**src/rtl/display_mux_seq.sv**
```systemverilog
// Registered N-source selector for the OLED pixel stream and 7-segment display,
// with frame-synchronised blanking on source change. Define DISP_MUX_FADE_EN to dim the old source instead of blanking.
module display_mux_seq #(
  parameter int              N_SRC        = 8,
  parameter int              SEL_W        = 4,
  parameter int              PIX_W        = 16,
  parameter int              BLANK_FRAMES = 2,
  parameter logic [15:0]     SEG_MASK     = 16'h0007,
  parameter logic [PIX_W-1:0] BLANK_PIX   = '0
) (
  input  logic                   clk,
  input  logic                   rst_n,
  input  logic [SEL_W-1:0]       state,
  input  logic                   frame_begin,
  input  logic [N_SRC*PIX_W-1:0] oled_in,
  input  logic [N_SRC*4-1:0]     an_in,
  input  logic [N_SRC*8-1:0]     seg_in,
  output logic [PIX_W-1:0]       oled_data,
  output logic [3:0]             an,
  output logic [7:0]             seg,
  output logic [SEL_W-1:0]       active_sel,
  output logic                   busy,
  output logic                   switch_done
);

  typedef enum logic [0:0] {SHOW, BLANK} fsm_t;

  fsm_t             fsm_q, fsm_d;
  logic [SEL_W-1:0] active_sel_q, active_sel_d;
  logic [SEL_W-1:0] target_q, target_d;
  logic [3:0]       frame_cnt_q, frame_cnt_d;
  logic [PIX_W-1:0] oled_q, oled_d;
  logic [3:0]       an_q, an_d;
  logic [7:0]       seg_q, seg_d;
  logic             busy_q, busy_d;
  logic             switch_done_q, switch_done_d;

  logic [PIX_W-1:0] chan_pix;
  logic [3:0]       chan_an;
  logic [7:0]       chan_seg;
  logic             chan_pass;
  logic             state_valid;

`ifdef DISP_MUX_FADE_EN
  // RGB565 only: each colour field shifts right by min(cnt+1, 6).
  function automatic logic [15:0] dim565(input logic [15:0] px, input logic [3:0] cnt);
    logic [2:0] sh;
    sh = (cnt >= 4'd5) ? 3'd6 : 3'(cnt + 4'd1);
    return {px[15:11] >> sh, px[10:5] >> sh, px[4:0] >> sh};
  endfunction
`endif

  always_comb begin
    chan_pix  = '0;
    chan_an   = 4'hF;
    chan_seg  = 8'hFF;
    chan_pass = 1'b0;
    for (int i = 0; i < N_SRC; i++) begin
      if (active_sel_q == SEL_W'(i)) begin
        chan_pix  = oled_in[i*PIX_W +: PIX_W];
        chan_an   = an_in[i*4 +: 4];
        chan_seg  = seg_in[i*8 +: 8];
        chan_pass = SEG_MASK[i];
      end
    end
  end

  assign state_valid = (int'(state) < N_SRC);

  always_comb begin
    fsm_d         = fsm_q;
    active_sel_d  = active_sel_q;
    target_d      = target_q;
    frame_cnt_d   = frame_cnt_q;
    busy_d        = busy_q;
    switch_done_d = 1'b0;
    oled_d        = chan_pix;
    an_d          = 4'hF;
    seg_d         = 8'hFF;
    case (fsm_q)
      SHOW: begin
        if (chan_pass) begin
          an_d  = chan_an;
          seg_d = chan_seg;
        end
        if (state_valid && state != active_sel_q) begin
          if (BLANK_FRAMES == 0) begin
            active_sel_d  = state;
            switch_done_d = 1'b1;
          end else begin
            target_d    = state;
            frame_cnt_d = 4'd0;
            busy_d      = 1'b1;
            fsm_d       = BLANK;
          end
        end
      end
      BLANK: begin
`ifdef DISP_MUX_FADE_EN
        oled_d = PIX_W'(dim565(16'(chan_pix), frame_cnt_q));
`else
        oled_d = BLANK_PIX;
`endif
        // A retarget restarts the blank even if a frame boundary arrives together.
        if (state_valid && state != target_q) begin
          target_d    = state;
          frame_cnt_d = 4'd0;
        end else if (frame_begin) begin
          if (frame_cnt_q == 4'(BLANK_FRAMES - 1)) begin
            active_sel_d  = target_q;
            busy_d        = 1'b0;
            switch_done_d = 1'b1;
            frame_cnt_d   = 4'd0;
            fsm_d         = SHOW;
          end else begin
            frame_cnt_d = frame_cnt_q + 4'd1;
          end
        end
      end
      default: fsm_d = SHOW;
    endcase
  end

  always_ff @(posedge clk) begin
    if (!rst_n) begin
      fsm_q         <= SHOW;
      active_sel_q  <= '0;
      target_q      <= '0;
      frame_cnt_q   <= 4'd0;
      oled_q        <= '0;
      an_q          <= 4'hF;
      seg_q         <= 8'hFF;
      busy_q        <= 1'b0;
      switch_done_q <= 1'b0;
    end else begin
      fsm_q         <= fsm_d;
      active_sel_q  <= active_sel_d;
      target_q      <= target_d;
      frame_cnt_q   <= frame_cnt_d;
      oled_q        <= oled_d;
      an_q          <= an_d;
      seg_q         <= seg_d;
      busy_q        <= busy_d;
      switch_done_q <= switch_done_d;
    end
  end

  assign oled_data   = oled_q;
  assign an          = an_q;
  assign seg         = seg_q;
  assign active_sel  = active_sel_q;
  assign busy        = busy_q;
  assign switch_done = switch_done_q;

endmodule

```
**config.mk**
```make
export PLATFORM = sky130hd
export DESIGN_NAME = display_mux_seq
export DESIGN_NICKNAME = d
export VERILOG_FILES = /design/src/rtl/display_mux_seq.sv
export SDC_FILE = /design/constraint.sdc
export NUM_CORES = 1
export LEC_CHECK = 0
export ABC_AREA = 1
export BUFFER_PORTS_ARGS = -buffer_cell sky130_fd_sc_hd__clkbuf_2
export CAP_MARGIN = 30
export CORE_AREA = 2 2 102 104
export CTS_BUF_LIST = sky130_fd_sc_hd__clkbuf_16
export CTS_CLUSTER_DIAMETER = 60
export DETAILED_ROUTE_END_ITERATION = 6
export DIE_AREA = 0 0 104 106
export HOLD_SLACK_MARGIN = 0.03
export PLACE_DENSITY = 0.71
export SYNTH_ARGS = -nofsm -noshare
export SYNTH_HDL_FRONTEND = slang
export SYNTH_SLANG_ARGS = --single-unit
```
**constraint.sdc**
```tcl
create_clock -name clk -period 1.52 [get_ports clk]
set_clock_uncertainty 0.15 [all_clocks]
set_input_delay 0.076 -clock clk [delete_from_list [all_inputs] [get_ports clk]]
set_output_delay 0.076 -clock clk [all_outputs]
set_load 0.01 [all_outputs]
```
==> results.tsv <==
stage	metric	value	unit
outcome	status	finished, violations left	
outcome	violations	setup timing	
global_route	grt_max_degree	25	
worst_setup_path	rr_endpoint	oled_data[9]$_SDFF_PP0_	
yosys	synth_top_area_share	26.1	%
final_layout	final_nets	1220	
worst_setup_path	path_class	reg -> reg	
detailed_routing	drc	0	
floorplan	die_area	11000	sq um
final_layout	drive_gt1_share	40.1	%
min_path	hold_depth	6	
sta	worst_slew_pin_slew	360	ps
global_route	first_global_vias	5648	
clocking	path_clk_slew	70	ps
flow_run	cap_violations	0	
placement	port_buffers	252	
worst_setup_path	worstPathCellList	nor2_4, buf_8, buf_12, nand3_1, nand3_1, nor2_1, nand4_1, nand3_1, inv_1	
pwr	power.total	3.35	mW
floorplan	start_util	33.0	%
global_route	antenna_found_initial	0	
placement	place_congestion	0.926	
detailed_routing	drt-total-wl	18000	um
pwr	power_density	496	nW/um^2
yosys	ys_types	30	
floorplan	die-height	106	um
detailed_routing	viasPerCell	5.06	
worst_setup_path	critPathMaxFanout	6	
detailed_routing	wl_per_cell	16.0	um
min_path	min_path_type	in -> reg	
sta	slew_headroom	75.9	%
yosys	yosys_warnings	0	
clocking	clk_path_buf_depth	2	
final_layout	post-route-util	67.6	%
yosys	yosys.area.top_type	dfxtp_1	
floorplan	core	10000	sq um
sta	setup_violations	23	
min_path	worstHoldStart	an_in[15]	
yosys	avgSynthCellArea	5.72	sq um
global_route	grt_first_pass_wirelength	26800	um
min_path	holdPathEnd	an[3]$_SDFF_PP1_	
worst_setup_path	crit_path_end_kind	register	
clocking	htreeDepth	2	
yosys	syn_nets	810	
worst_setup_path	critPathSlowestCell	dfxtp_4	
sta	setup_slack	-223	ps
yosys	synthCells	577	
worst_setup_path	startpoint_type	register	
floorplan	die_w	104	um
yosys	async_flop_share	0	%
pwr	p_leak	3.55	nW
detailed_routing	firstDrtPassIters	6	
detailed_routing	drt_iter0_markers	537	
clocking	worstSkewPairLatency	290	ps
clocking	cts_sinks	43	
worst_setup_path	crit_buf_inv	3	
clocking	cts_root_buf	clkbuf_16	
worst_setup_path	r2r-start	active_sel[2]$_SDFFE_PN0P_	
worst_setup_path	cpLargestDelayFamily	simple AND/OR/NAND/NOR gates	
worst_setup_path	path_common_cell	nand3_1	
yosys	synth-edff-count	0	
sta	hold_violations	0	
final_layout	antenna_cells	0	
clocking	cts_buffers	5	
sta	rsz0062_at_grt	true	
worst_setup_path	r2r_setup_slack	-220	ps
detailed_routing	vias	5689	
worst_setup_path	slowest_delay	390	ps
detailed_routing	ant_nets	0	
final_layout	fillers	822	
clocking	cts_tree	yes	
sta	slew_violations	0	
worst_setup_path	required	1550	ps
global_route	grtUsageTotal	30.2	%
global_route	grt_overflow_total	0	
final_layout	areaGrowthSynthToFinish	105	%
worst_setup_path	rr_worst_depth	9	
floorplan	boundaryPins	265	
yosys	synth.area.top_cells	dfxtp_1 (26%), nand2_1 (14%), nor2_1 (14%)	
sta	min_period_over_period	115	%
pwr	vdd_drop_max	0.587	mV
sta	fin_crit	1740	ps
yosys	ys_seq_area_share	26.1	%
yosys	syn-cell-area	3300	sq um
worst_setup_path	cp_data_arrival_time	1780	ps
floorplan	rows	37	
yosys	ys.flop_type	dfxtp_1	
placement	dp_hpwl	11100	um
yosys	ys_seq_elements	43	
sta	fmax	574	MHz
## logic make-up after synthesis
kind of cell	after synthesis	share of synthesized area, %
AND/OR/NAND/NOR	406	56.1
AO/OA/AOI/OAI	30	4.58
flip-flops	43	26.1
XOR/XNOR	2	0.530
adder cells (fa/ha/maj)	2	0.757
buffers and inverters	94	12.0
## flip-flops by register name (all words and copies together) (netlist names)
signal,cells
fsm_q,1
busy,1
frame_cnt_q,4
target_q,4
active_sel,4
switch_done,1
oled_data,16
seg,8
an,4
## placed cells by master, fill, tap and decap left out, types with 2 or more instances in the layout
| cell | instances |
|---|---|
| nand2_2 | 11 |
| o21ai_0 | 8 |
| buf_12 | 9 |
| nor2_2 | 8 |
| dlygate4sd3_1 | 119 |
| nand2_1 | 115 |
| or2_1 | 11 |
| or2_2 | 8 |
| clkbuf_16 | 7 |
| nand2_4 | 5 |
| buf_6 | 10 |
| or2_4 | 7 |
| nand3_1 | 67 |
| o21ai_1 | 5 |
| nor2_4 | 5 |
| inv_1 | 56 |
| clkbuf_2 | 252 |
| nor2_1 | 113 |
| nor3_1 | 10 |
| inv_6 | 3 |
| or2_0 | 4 |
| dfxtp_1 | 35 |
| inv_2 | 11 |
| dfxtp_4 | 4 |
| nand3_2 | 9 |
| inv_4 | 2 |
| buf_4 | 34 |
| a21oi_1 | 15 |
| nand4_1 | 28 |
| dfxtp_2 | 4 |
## area by class of cell
class                   instances  area [sq um]  share of cell area (%)
clock buffers                   5           125                    1.85
clock inverters                 3          26.3                   0.388
inverters                      70           273                    4.03
multi-input cells             440          2220                    32.9
flip-flops and latches         43           881                    13.0
well taps                     136           170                    2.52
repair buffers                427          3070                    45.3
## power by group
| group | internal [mW] | total [mW] | switching [mW] |
|---|---|---|---|
| clock network | 0.626 | 1.17 | 0.539 |
| logic | 0.575 | 0.982 | 0.407 |
| registers | 1.18 | 1.21 | 0.0296 |
| total | 2.38 | 3.35 | 0.976 |
## per-stage QoR
step | cell area (sq um) | setup slack [ps] | TNS (ps) | cells | hold WS (ps)
5_1_grt | 6760 | -257 | -4470 | 1124 | 43.4
6_report | 6760 | -223 | -666 | 1124 | 47.6
2_1_floorplan | 3350 | -74.1 | -576 | 577 | 91.9
3_5_place_dp | 5060 | -132 | -2040 | 986 | 219
3_3_place_gp | 5060 | -81.9 | -1050 | 986 | 217
4_1_cts | 6590 | -30.7 | -138 | 1119 | 35.7
## per-layer routing
| metal | global-route usage, % | vias up | share of wire [%] |
|---|---|---|---|
| met5 | 0 | - | 0 |
| met4 | 19.5 | 0 | 7.7 |
| met3 | 7.05 | 152 | 8.7 |
| met2 | 54.5 | 414 | 49 |
| met1 | 31.7 | 2474 | 35 |
| li1 | - | 2649 | - |
## what timing repair did
item,in CTS,in global routing
endpoints found under the hold margin,36,0
pin swaps,9,18
buffers inserted,6,3
hold buffers,119,0
setup endpoints to repair,40,43
cloned,0,2
gates resized for setup,39,37
## cell usage after synthesis (2+ instances only)
cell type,count
nor2_2,4
nand2_1,127
inv_2,7
buf_4,6
buf_2,15
or2_0,4
inv_1,63
nand3_1,76
clkbuf_2,2
or2_2,15
or2_1,11
o21ai_0,13
nor2_1,120
nand4_1,28
nand2_2,4
a21oi_1,15
nor2_4,2
dfxtp_1,43
ha_1,2
nor3_1,10
## worst max path at each step
| stage | startpoint | to | slack [ps] | cells after the start |
|---|---|---|---|---|
| floorplan | active_sel[0]$_SDFFE_PN0P_ | an[0]$_SDFF_PP1_ | -70 | 8 |
| global placement | active_sel[2]$_SDFFE_PN0P_ | seg[0]$_SDFF_PP1_ | -80 | 7 |
| detailed placement | active_sel[2]$_SDFFE_PN0P_ | seg[0]$_SDFF_PP1_ | -130 | 7 |
| CTS | active_sel[3]$_SDFFE_PN0P_ | seg[0]$_SDFF_PP1_ | -30 | 7 |
| global route | active_sel[0]$_SDFFE_PN0P_ | oled_data[9]$_SDFF_PP0_ | -260 | 9 |
| finish | active_sel[2]$_SDFFE_PN0P_ | oled_data[9]$_SDFF_PP0_ | -220 | 9 |
## worst min-delay path, stage by stage
cell and delay, ps:
clkbuf_2 70, or2_2 90, nand3_1 70, nand2_1 60, nand2_1 40, nand2_1 40
No activity file was read; power rests on OpenSTA's default activity.
